`config.mk`:
```
export PLATFORM = sky130hd
export DESIGN_NAME = vga_scan_ctrl
export DESIGN_NICKNAME = d
export VERILOG_FILES = /design/src/rtl/vga_scan_ctrl.sv
export SDC_FILE = /design/constraint.sdc
export NUM_CORES = 1
export LEC_CHECK = 0
export CAP_MARGIN = 20
export CORE_ASPECT_RATIO = 0.7
export CORE_MARGIN = 2
export CORE_UTILIZATION = 53
export CTS_BUF_LIST = sky130_fd_sc_hd__clkbuf_16
export DETAILED_ROUTE_END_ITERATION = 8
export GPL_ROUTABILITY_DRIVEN = 0
export PLACE_DENSITY = 0.8
export SLEW_MARGIN = 20
export SYNTH_ARGS = -nofsm -noshare
export SYNTH_HDL_FRONTEND = slang
export SYNTH_SLANG_ARGS = --single-unit
```
`constraint.sdc`:
```
create_clock -name clk_i -period 2.8 [get_ports clk_i]
set_input_delay 0.56 -clock clk_i [delete_from_list [all_inputs] [get_ports clk_i]]
set_output_delay 0.56 -clock clk_i [all_outputs]
set_load 0.02 [all_outputs]
```
`src/rtl/vga_scan_ctrl.sv`:
```
// vga_scan_ctrl: scan-timing controller and update scheduler for the 640x480@60 VGA path.
// Runs on the master clock and issues a one-clock pixel enable every CE_DIV clocks; no derived
// clock is generated. Sequences the horizontal/vertical counters, the sync/blanking/frame-start
// strobes, and grants game-state update windows only inside vertical blanking.
//
// Ports:
//   clk_i          master clock (50 MHz)
//   rst_ni         asynchronous active-low reset
//   upd_req_i      level request from game logic for an update window
//   pix_ce_o       one-clock pixel enable, every CE_DIV clocks
//   hcount_o       pixel column, 0..H_TOTAL-1
//   vcount_o       line, 0..V_TOTAL-1
//   hsync_o        active-low horizontal sync
//   vsync_o        active-low vertical sync
//   video_on_o     high inside the active picture
//   frame_start_o  one-clock pulse when the counters land on (0,0)
//   upd_gnt_o      update grant, only inside lines V_ACTIVE..V_TOTAL-2
//   frame_count_o  frame counter
//
// Optional feature: define VGA_FRAME_CNT_EN to build the 8-bit frame counter; otherwise
// frame_count_o is tied to zero and no counter register exists.

module vga_scan_ctrl #(
  parameter int unsigned CE_DIV   = 2,
  parameter int unsigned H_ACTIVE = 640,
  parameter int unsigned H_FP     = 16,
  parameter int unsigned H_SYNC   = 96,
  parameter int unsigned H_BP     = 48,
  parameter int unsigned V_ACTIVE = 480,
  parameter int unsigned V_FP     = 10,
  parameter int unsigned V_SYNC   = 2,
  parameter int unsigned V_BP     = 33
) (
  input  logic       clk_i,
  input  logic       rst_ni,
  input  logic       upd_req_i,
  output logic       pix_ce_o,
  output logic [9:0] hcount_o,
  output logic [9:0] vcount_o,
  output logic       hsync_o,
  output logic       vsync_o,
  output logic       video_on_o,
  output logic       frame_start_o,
  output logic       upd_gnt_o,
  output logic [7:0] frame_count_o
);

  localparam int unsigned HTotal = H_ACTIVE + H_FP + H_SYNC + H_BP;
  localparam int unsigned VTotal = V_ACTIVE + V_FP + V_SYNC + V_BP;
  localparam int unsigned DivW   = (CE_DIV > 2) ? $clog2(CE_DIV) : 1;

  localparam logic [DivW-1:0] DivLast = DivW'(CE_DIV - 1);

  localparam logic [9:0] HFpStart   = 10'(H_ACTIVE);
  localparam logic [9:0] HSyncStart = 10'(H_ACTIVE + H_FP);
  localparam logic [9:0] HBpStart   = 10'(H_ACTIVE + H_FP + H_SYNC);
  localparam logic [9:0] HLast      = 10'(HTotal - 1);
  localparam logic [9:0] VFpStart   = 10'(V_ACTIVE);
  localparam logic [9:0] VSyncStart = 10'(V_ACTIVE + V_FP);
  localparam logic [9:0] VBpStart   = 10'(V_ACTIVE + V_FP + V_SYNC);
  localparam logic [9:0] VLast      = 10'(VTotal - 1);
  // Last line of the frame is a guard line: no grant may be live on it.
  localparam logic [9:0] VGuard     = VLast;
  localparam logic [9:0] VWinLo     = 10'(V_ACTIVE);
  localparam logic [9:0] VWinHi     = 10'(VTotal - 2);

  typedef enum logic [1:0] {HAct, HFp, HSync, HBp} h_state_e;
  typedef enum logic [1:0] {VAct, VFp, VSync, VBp} v_state_e;
  typedef enum logic [1:0] {SchIdle, SchGrant, SchWaitDrop} sch_state_e;

  logic [DivW-1:0] div_cnt_q, div_cnt_d;
  logic            pix_ce_q, pix_ce_d;
  logic [9:0]      hcount_q, hcount_d;
  logic [9:0]      vcount_q, vcount_d;
  h_state_e        h_state_q, h_state_d;
  v_state_e        v_state_q, v_state_d;
  sch_state_e      sch_q, sch_d;
  logic            hsync_q, hsync_d;
  logic            vsync_q, vsync_d;
  logic            video_on_q, video_on_d;
  logic            frame_start_q, frame_start_d;
  logic            upd_gnt_q, upd_gnt_d;

  logic h_wrap, v_wrap, in_win_q, in_win_d;

  // Pixel-enable divider and scan counters.
  always_comb begin
    div_cnt_d     = (div_cnt_q == DivLast) ? '0 : div_cnt_q + 1'b1;
    pix_ce_d      = (div_cnt_q == DivLast);
    h_wrap        = (hcount_q == HLast);
    v_wrap        = (vcount_q == VLast);
    hcount_d      = hcount_q;
    vcount_d      = vcount_q;
    h_state_d     = h_state_q;
    v_state_d     = v_state_q;
    frame_start_d = 1'b0;

    if (pix_ce_q) begin
      hcount_d = h_wrap ? 10'd0 : hcount_q + 10'd1;
      unique case (h_state_q)
        HAct:    if (hcount_d == HFpStart)   h_state_d = HFp;
        HFp:     if (hcount_d == HSyncStart) h_state_d = HSync;
        HSync:   if (hcount_d == HBpStart)   h_state_d = HBp;
        HBp:     if (h_wrap)                 h_state_d = HAct;
        default: h_state_d = HAct;
      endcase

      if (h_wrap) begin
        vcount_d      = v_wrap ? 10'd0 : vcount_q + 10'd1;
        frame_start_d = v_wrap;
        unique case (v_state_q)
          VAct:    if (vcount_d == VFpStart)   v_state_d = VFp;
          VFp:     if (vcount_d == VSyncStart) v_state_d = VSync;
          VSync:   if (vcount_d == VBpStart)   v_state_d = VBp;
          VBp:     if (v_wrap)                 v_state_d = VAct;
          default: v_state_d = VAct;
        endcase
      end
    end

    // Strobes derive from the next state so they move on the same edge as the counters.
    hsync_d    = (h_state_d != HSync);
    vsync_d    = (v_state_d != VSync);
    video_on_d = (h_state_d == HAct) && (v_state_d == VAct);
  end

  // Update scheduler.
  always_comb begin
    // Requiring the next line to be in the window too stops a grant landing on the guard line.
    in_win_q = (vcount_q >= VWinLo) && (vcount_q <= VWinHi);
    in_win_d = (vcount_d >= VWinLo) && (vcount_d <= VWinHi);
    sch_d    = sch_q;
    unique case (sch_q)
      SchIdle:     if (upd_req_i && in_win_q && in_win_d) sch_d = SchGrant;
      SchGrant: begin
        // A drop wins over a simultaneous revoke.
        if (!upd_req_i)                sch_d = SchIdle;
        else if (vcount_d == VGuard)   sch_d = SchWaitDrop;
      end
      SchWaitDrop: if (!upd_req_i) sch_d = SchIdle;
      default:     sch_d = SchIdle;
    endcase
    upd_gnt_d = (sch_d == SchGrant);
  end

  always_ff @(posedge clk_i or negedge rst_ni) begin
    if (!rst_ni) begin
      div_cnt_q     <= '0;
      pix_ce_q      <= 1'b0;
      hcount_q      <= 10'd0;
      vcount_q      <= 10'd0;
      h_state_q     <= HAct;
      v_state_q     <= VAct;
      sch_q         <= SchIdle;
      hsync_q       <= 1'b1;
      vsync_q       <= 1'b1;
      video_on_q    <= 1'b1;
      frame_start_q <= 1'b0;
      upd_gnt_q     <= 1'b0;
    end else begin
      div_cnt_q     <= div_cnt_d;
      pix_ce_q      <= pix_ce_d;
      hcount_q      <= hcount_d;
      vcount_q      <= vcount_d;
      h_state_q     <= h_state_d;
      v_state_q     <= v_state_d;
      sch_q         <= sch_d;
      hsync_q       <= hsync_d;
      vsync_q       <= vsync_d;
      video_on_q    <= video_on_d;
      frame_start_q <= frame_start_d;
      upd_gnt_q     <= upd_gnt_d;
    end
  end

`ifdef VGA_FRAME_CNT_EN
  logic [7:0] frame_count_q;

  always_ff @(posedge clk_i or negedge rst_ni) begin
    if (!rst_ni) begin
      frame_count_q <= 8'd0;
    end else if (frame_start_d) begin
      frame_count_q <= frame_count_q + 8'd1;
    end
  end

  assign frame_count_o = frame_count_q;
`else
  assign frame_count_o = 8'd0;
`endif

  assign pix_ce_o      = pix_ce_q;
  assign hcount_o      = hcount_q;
  assign vcount_o      = vcount_q;
  assign hsync_o       = hsync_q;
  assign vsync_o       = vsync_q;
  assign video_on_o    = video_on_q;
  assign frame_start_o = frame_start_q;
  assign upd_gnt_o     = upd_gnt_q;

endmodule

```
==> qor.yml, run 1 <==
status: "complete, no violations"
num_antenna_cells: 0
async_flop_share: 1.00
hold_class: "flop to flop"
coreArea_um2: 3650
synthFlopType: "dfrtp_1"
clkLatencyLatePin_ps: 270
p_comb_frac: 0.022
critPathCaptureType: "flop"
final_common_cell: "dfrtp_1"
layout.cells.non_filler: 300
p_sw_uw: 204
grt_pass1_vias: 1595
drive_above_1_share: 0.152
clockBufferDepth: 2
critical_path_class: "flop to flop"
finalSetupViolCount: 0
finalMaxSlewViolations: 0
routed_via_density: 5.89
dieWidth_um: 78.8
startpoint_type: "flop"
hold_violations: 0
min_from: "div_cnt_q"
holdPathStages: 0
yosysWarnings: 0
p_clk_frac: 0.503
clk_pin_slew_worst_paths_ps: 50
cts_tree: "yes"
period_needed_ps: 2520
reg2reg_from: "hcount_o[0]"
yosys-top-cells-area: "dfrtp_1 (36%), dfstp_2 (3.8%), buf_4 (3.6%)"
post-route-util: 0.695
groute.usage.overall: 0.230
wl_per_cell_um: 15.4
area_growth_syn_to_layout_pct: 22.0
r2r_setup_slack_ps: 280
layout_common_cells: "dfrtp_1 (30), clkdlybuf4s50_1 (28), nand2_1 (17)"
maxCapViolCount: 0
powerDensity_nw_per_um2: 397
cts.sinks: 33
dr_total_vias: 1767
p_leak_uw: 0.00114
hpwl_mm: 3.29
die_y_um: 56.4
p_int_uw: 802
synth-seq-cells: 33
routed_wl_mm: 4.61
worstPathRequired_ps: 2990
portBuffers: 28
grt_max_degree: 34
max_freq_mhz: 396
total_power_uw: 1010
cts_buffers: 5
dieArea_um2: 4450
first_iter_violations: 115
drt_first_pass_iters: 5
synth_edf_count: 0
worstPathArrival_ps: 2710
initial_core_util: 0.570
grt_pass1_wl_mm: 7.89
antenna_violating_nets_post_route: 0
nets: 257
worstReg2RegEnd: "sch_q[0]"
syn-instance-count: 216
hold-worst-slack_ps: 387
synthDominantCellAreaShare: 0.361
drc: 0
cp_max_fo: 12
finClkSkew_ps: 3.74
mappedNetlistArea_um2: 2080
swShare: 0.203
synth.avg_cell_area_um2: 9.62
fin_tns_setup_ps: 0
period_share: 0.901
std_cell_rows: 18
place_inst: 292
yosysUniqueCellTypes: 58
htree_levels: 2
pwr-share-seq: 0.475
pin_count: 37
synth_top_area_cell: "dfrtp_1"
rr_worst_depth: 8
antenna_found_initial: 0
min_to: "pix_ce_o"
crit_path_start: "hcount_o[0]"
cts_root_buf: "clkbuf_16"
vdd_ir_drop_max_mv: 0.295
overflow: 0
yosysSeqAreaShare: 0.399
rsz0062_at_grt: "no"
[how the worst max path moves through the flow]
stage | slack [ps] | cells past startpoint | end
3_3_place_gp | 280 | 8 | upd_gnt_o
2_1_floorplan | 250 | 10 | sch_q[0]
3_5_place_dp | 240 | 8 | sch_q[0]
6_report | 280 | 8 | sch_q[0]
5_1_grt | 90 | 8 | sch_q[0]
4_1_cts | 160 | 8 | sch_q[0]
[synth_stat cells, types with 3 or more instances]
cell type  instances
buf_2              3
and3_1             7
a21oi_1            5
a31oi_1            3
nand3_1           10
o21ai_0            6
a31o_2             4
dfrtp_1           30
xnor2_1            5
and4_1             4
o22ai_1            5
inv_1              9
mux2_2             5
nor2_1            11
and2_1             4
nor3_1             4
xor2_1             8
buf_4             10
ha_1               5
nand2_1           17
dfstp_2            3
nor4_1             5
buf_6              3
clkbuf_1           3
nand4_1            5
nor2b_1            4
[cell families after synthesis]
| kind of cell | Yosys count | synth area share |
|---|---|---|
| adder cells (fa/ha/maj) | 5 | 0.0301 |
| XOR/XNOR | 13 | 0.0548 |
| multiplexers | 5 | 0.0271 |
| other | 1 | 0.00180 |
| flip-flops | 33 | 0.399 |
| AND/OR/NAND/NOR | 85 | 0.240 |
| buffers and inverters | 29 | 0.0831 |
| AO/OA/AOI/OAI | 45 | 0.164 |
[metal layers]
| layer | GRT usage | vias to the layer above | wire, um |
|---|---|---|---|
| li1 | - | 845 | - |
| met1 | 0.349 | 832 | 2280 |
| met2 | 0.306 | 81 | 1900 |
| met3 | 0.0723 | 9 | 371 |
| met4 | 0.0764 | 0 | 60 |
| met5 | 0 | - | 0 |
[critical path, stage by stage (launching register included)]
cell and delay (ps):
dfrtp_1 340, ha_1 260, and4_1 310, nand4_4 220, o31a_1 390, a31oi_4 220, nand3b_2 150, o32a_1 380
o22ai_1 160
[area by class of cell]
cell class              count  area (um^2)
clock buffers               5          125
flip-flops and latches     33          830
clock inverters             3         12.5
repair buffers             39          363
inverters                   9         33.8
fillers                   284         1110
well taps                  50         62.6
multi-input cells         161         1110
[state kept, by name (all words and copies together), names as in the netlist]
register       cells
vsync_o            1
video_on_o         1
hcount_o          10
v_state_q          2
pix_ce_o           1
sch_q              2
vcount_o          10
upd_gnt_o          1
hsync_o            1
frame_start_o      1
h_state_q          2
div_cnt_q          1
[power by group through the flow]
stage / clock [uW] / sequential [uW] / combinational [uW]
floorplan: 0 / 486 / 17.9
global placement: 0 / 486 / 23.1
detailed placement: 0 / 486 / 23.1
CTS: 519 / 478 / 23.1
global route: 540 / 477 / 25.2
finish: 506 / 478 / 22.3
[through the flow]
step,instance area [um^2],worst slack [ps]
6_report,2540,277
5_1_grt,2540,87.7
4_1_cts,2530,155
3_5_place_dp,2390,243
3_3_place_gp,2390,281
2_1_floorplan,2100,252
[repair_timing]
action / CTS / global route
endpoints found under the setup margin: 0 / 2
buffers inserted: 0 / 0
hold buffers: 0 / 0
gates resized for setup: 0 / 2
No activity file was read; power rests on OpenSTA's default activity.
==> run 2, diff against run 1 <==
--- a/config.mk
+++ b/config.mk
@@ -8,11 +8,11 @@
 export CAP_MARGIN = 20
 export CORE_ASPECT_RATIO = 0.7
 export CORE_MARGIN = 2
-export CORE_UTILIZATION = 53
+export CORE_UTILIZATION = 35
 export CTS_BUF_LIST = sky130_fd_sc_hd__clkbuf_16
 export DETAILED_ROUTE_END_ITERATION = 8
 export GPL_ROUTABILITY_DRIVEN = 0
-export PLACE_DENSITY = 0.8
+export PLACE_DENSITY = 0.54
 export SLEW_MARGIN = 20
 export SYNTH_ARGS = -nofsm -noshare
 export SYNTH_HDL_FRONTEND = slang
==> run 2 against run 1 <==
Effect of this change:
- global-route usage shrank 5.9 points
- core utilization shrank 24 points
- register-to-register slack is essentially flat
- maximum frequency shrank 0.34%
- hold slack lost 8.2 ps
- clock-buffer cell count is the same
- routed wire length grew 9.4%
- sequential cell count is the same
- sequential share of layout area shrank 0.91 points
- setup slack lost 8.7 ps
- final cell count grew 9.0%
- sequential power is essentially flat
==> qor.yml, run 2 (same netlist as run 1, synthesis figures left out) <==
status: "complete, no violations"  # unchanged
layout_common_cells: "dfrtp_1 (30), clkdlybuf4s50_1 (28), nand2_1 (17)"  # unchanged
p_int_uw: 901  # was 802 uW
vdd_ir_drop_max_mv: 0.359  # was 0.295 mV
finalSetupViolCount: 0  # unchanged
cts.sinks: 33  # unchanged
portBuffers: 28  # unchanged
antenna_found_initial: 0  # unchanged
groute.usage.overall: 0.171  # was 0.230
final_common_cell: "dfrtp_1"  # unchanged
cp_max_fo: 7  # was 12
critPathCaptureType: "flop"  # unchanged
routed_via_density: 5.40  # was 5.89
cts_root_buf: "clkbuf_16"  # unchanged
initial_core_util: 0.363  # was 0.570
cts_resized: 0  # unchanged
area_growth_syn_to_layout_pct: 25.5  # was 22.0%
hold_violations: 0  # unchanged
dieWidth_um: 96.1  # was 78.8 um
grt_pass1_wl_mm: 8.34  # was 7.89 mm
hold_class: "flop to flop"  # unchanged
powerDensity_nw_per_um2: 434  # was 397 nW/um^2
startpoint_type: "flop"  # unchanged
clk_pin_slew_worst_paths_ps: 60  # was 50 ps
hold_buffers: 0  # unchanged
drc: 0  # unchanged
nets: 259  # was 257
routed_wl_mm: 5.05  # was 4.61 mm
hpwl_mm: 3.67  # was 3.29 mm
r2r_setup_slack_ps: 270  # was 280 ps
std_cell_rows: 23  # was 18
swShare: 0.204  # was 0.203
setup_ws_ps: 269  # was 277 ps
fin_tns_setup_ps: 0  # unchanged
rr_worst_depth: 8  # unchanged
first_iter_violations: 91  # was 115
worstPathRequired_ps: 2940  # was 2990 ps
finClkSkew_ps: 3.34  # was 3.74 ps
critical_path_class: "flop to flop"  # unchanged
num_antenna_cells: 0  # unchanged
overflow: 0  # unchanged
rsz0062_at_grt: "no"  # unchanged
min_from: "div_cnt_q"  # unchanged
cts_buffers: 5  # unchanged
worstPathArrival_ps: 2670  # was 2710 ps
drt_first_pass_iters: 4  # was 5
maxCapViolCount: 0  # unchanged
period_share: 0.904  # was 0.901
dr_total_vias: 1767  # unchanged
max_freq_mhz: 395  # was 396 MHz
p_comb_frac: 0.020  # was 0.022
post_cts_buffers: 0  # unchanged
worstReg2RegEnd: "upd_gnt_o"  # was sch_q[0]
cts_tree: "yes"  # unchanged
htree_levels: 2  # unchanged
p_leak_uw: 0.00117  # was 0.00114 uW
die_y_um: 68.5  # was 56.4 um
dieArea_um2: 6580  # was 4450 um^2
hold-worst-slack_ps: 379  # was 387 ps
seq_area_um2: 830  # unchanged
layout.cells.non_filler: 327  # was 300
reg2reg_from: "hcount_o[1]"  # was hcount_o[0]
p_sw_uw: 231  # was 204 uW
grt_pass1_vias: 1621  # was 1,595
grt_max_degree: 34  # unchanged
preCtsSetupSlack_ps: 259  # was 243 ps
fill_cells: 543  # was 284
holdPathStages: 0  # unchanged
clkLatencyLatePin_ps: 280  # was 270 ps
period_needed_ps: 2530  # was 2520 ps
finalMaxSlewViolations: 0  # unchanged
p_clk_frac: 0.558  # was 0.503
wl_per_cell_um: 15.4  # about the same
pwr-share-seq: 0.422  # was 0.475
coreArea_um2: 5730  # was 3650 um^2
clockBufferDepth: 2  # unchanged
drive_above_1_share: 0.159  # was 0.152
place_inst: 319  # was 292
min_to: "pix_ce_o"  # unchanged
multi_input_area_um2: 1100  # was 1110 um^2
antenna_violating_nets_post_route: 0  # unchanged
pin_count: 37  # unchanged
[run 2: final cells by class]
class,instances,area share
Tap cell,75,0.0360
Clock inverter,3,0.0177
Sequential cell,33,0.318
Clock buffer,5,0.0480
Multi-Input combinational cell,161,0.423
Inverter,9,0.0129
Timing Repair Buffer,41,0.145
[run 2: stage by stage]
step	instance area (um^2)	utilization	power, uW
floorplan	2100	-	504
global placement	2440	0.426	510
detailed placement	2440	0.426	510
CTS	2610	0.456	1150
global route	2610	0.456	1180
finish	2610	0.456	1130
[run 2: power groups by stage]
stage | sequential [uW] | clock (uW) | combinational (uW)
after floorplan | 486 | 0 | 17.9
after global routing | 477 | 680 | 26.5
after detailed placement | 486 | 0 | 24.1
final | 477 | 632 | 22.9
after CTS | 477 | 650 | 24.1
after global placement | 486 | 0 | 23.9
[run 2: routing by layer]
metal / share of wire / track usage / up-vias
met3: 0.068 / 0.0396 / 5
met5: 0 / 0 / -
met1: 0.53 / 0.271 / 854
met4: 0.011 / 0.0589 / 0
met2: 0.40 / 0.220 / 59
li1: - / - / 849
[run 2: worst max path at each step]
stage / start / endpoint / slack, ps
floorplan: hcount_o[0] / sch_q[0] / 250
global placement: hcount_o[1] / sch_q[0] / 290
detailed placement: hcount_o[1] / upd_gnt_o / 260
CTS: hcount_o[1] / upd_gnt_o / 260
global route: hcount_o[1] / upd_gnt_o / 0.7
finish: hcount_o[1] / upd_gnt_o / 270
[run 2: worst max-delay path: stages (launching register included)]
cell,delay (ps)
dfrtp_1,430
ha_1,190
and4_1,280
and4_1,410
nand3_1,160
xor2_1,270
nand3b_2,130
nor4_1,390
o22ai_1,130
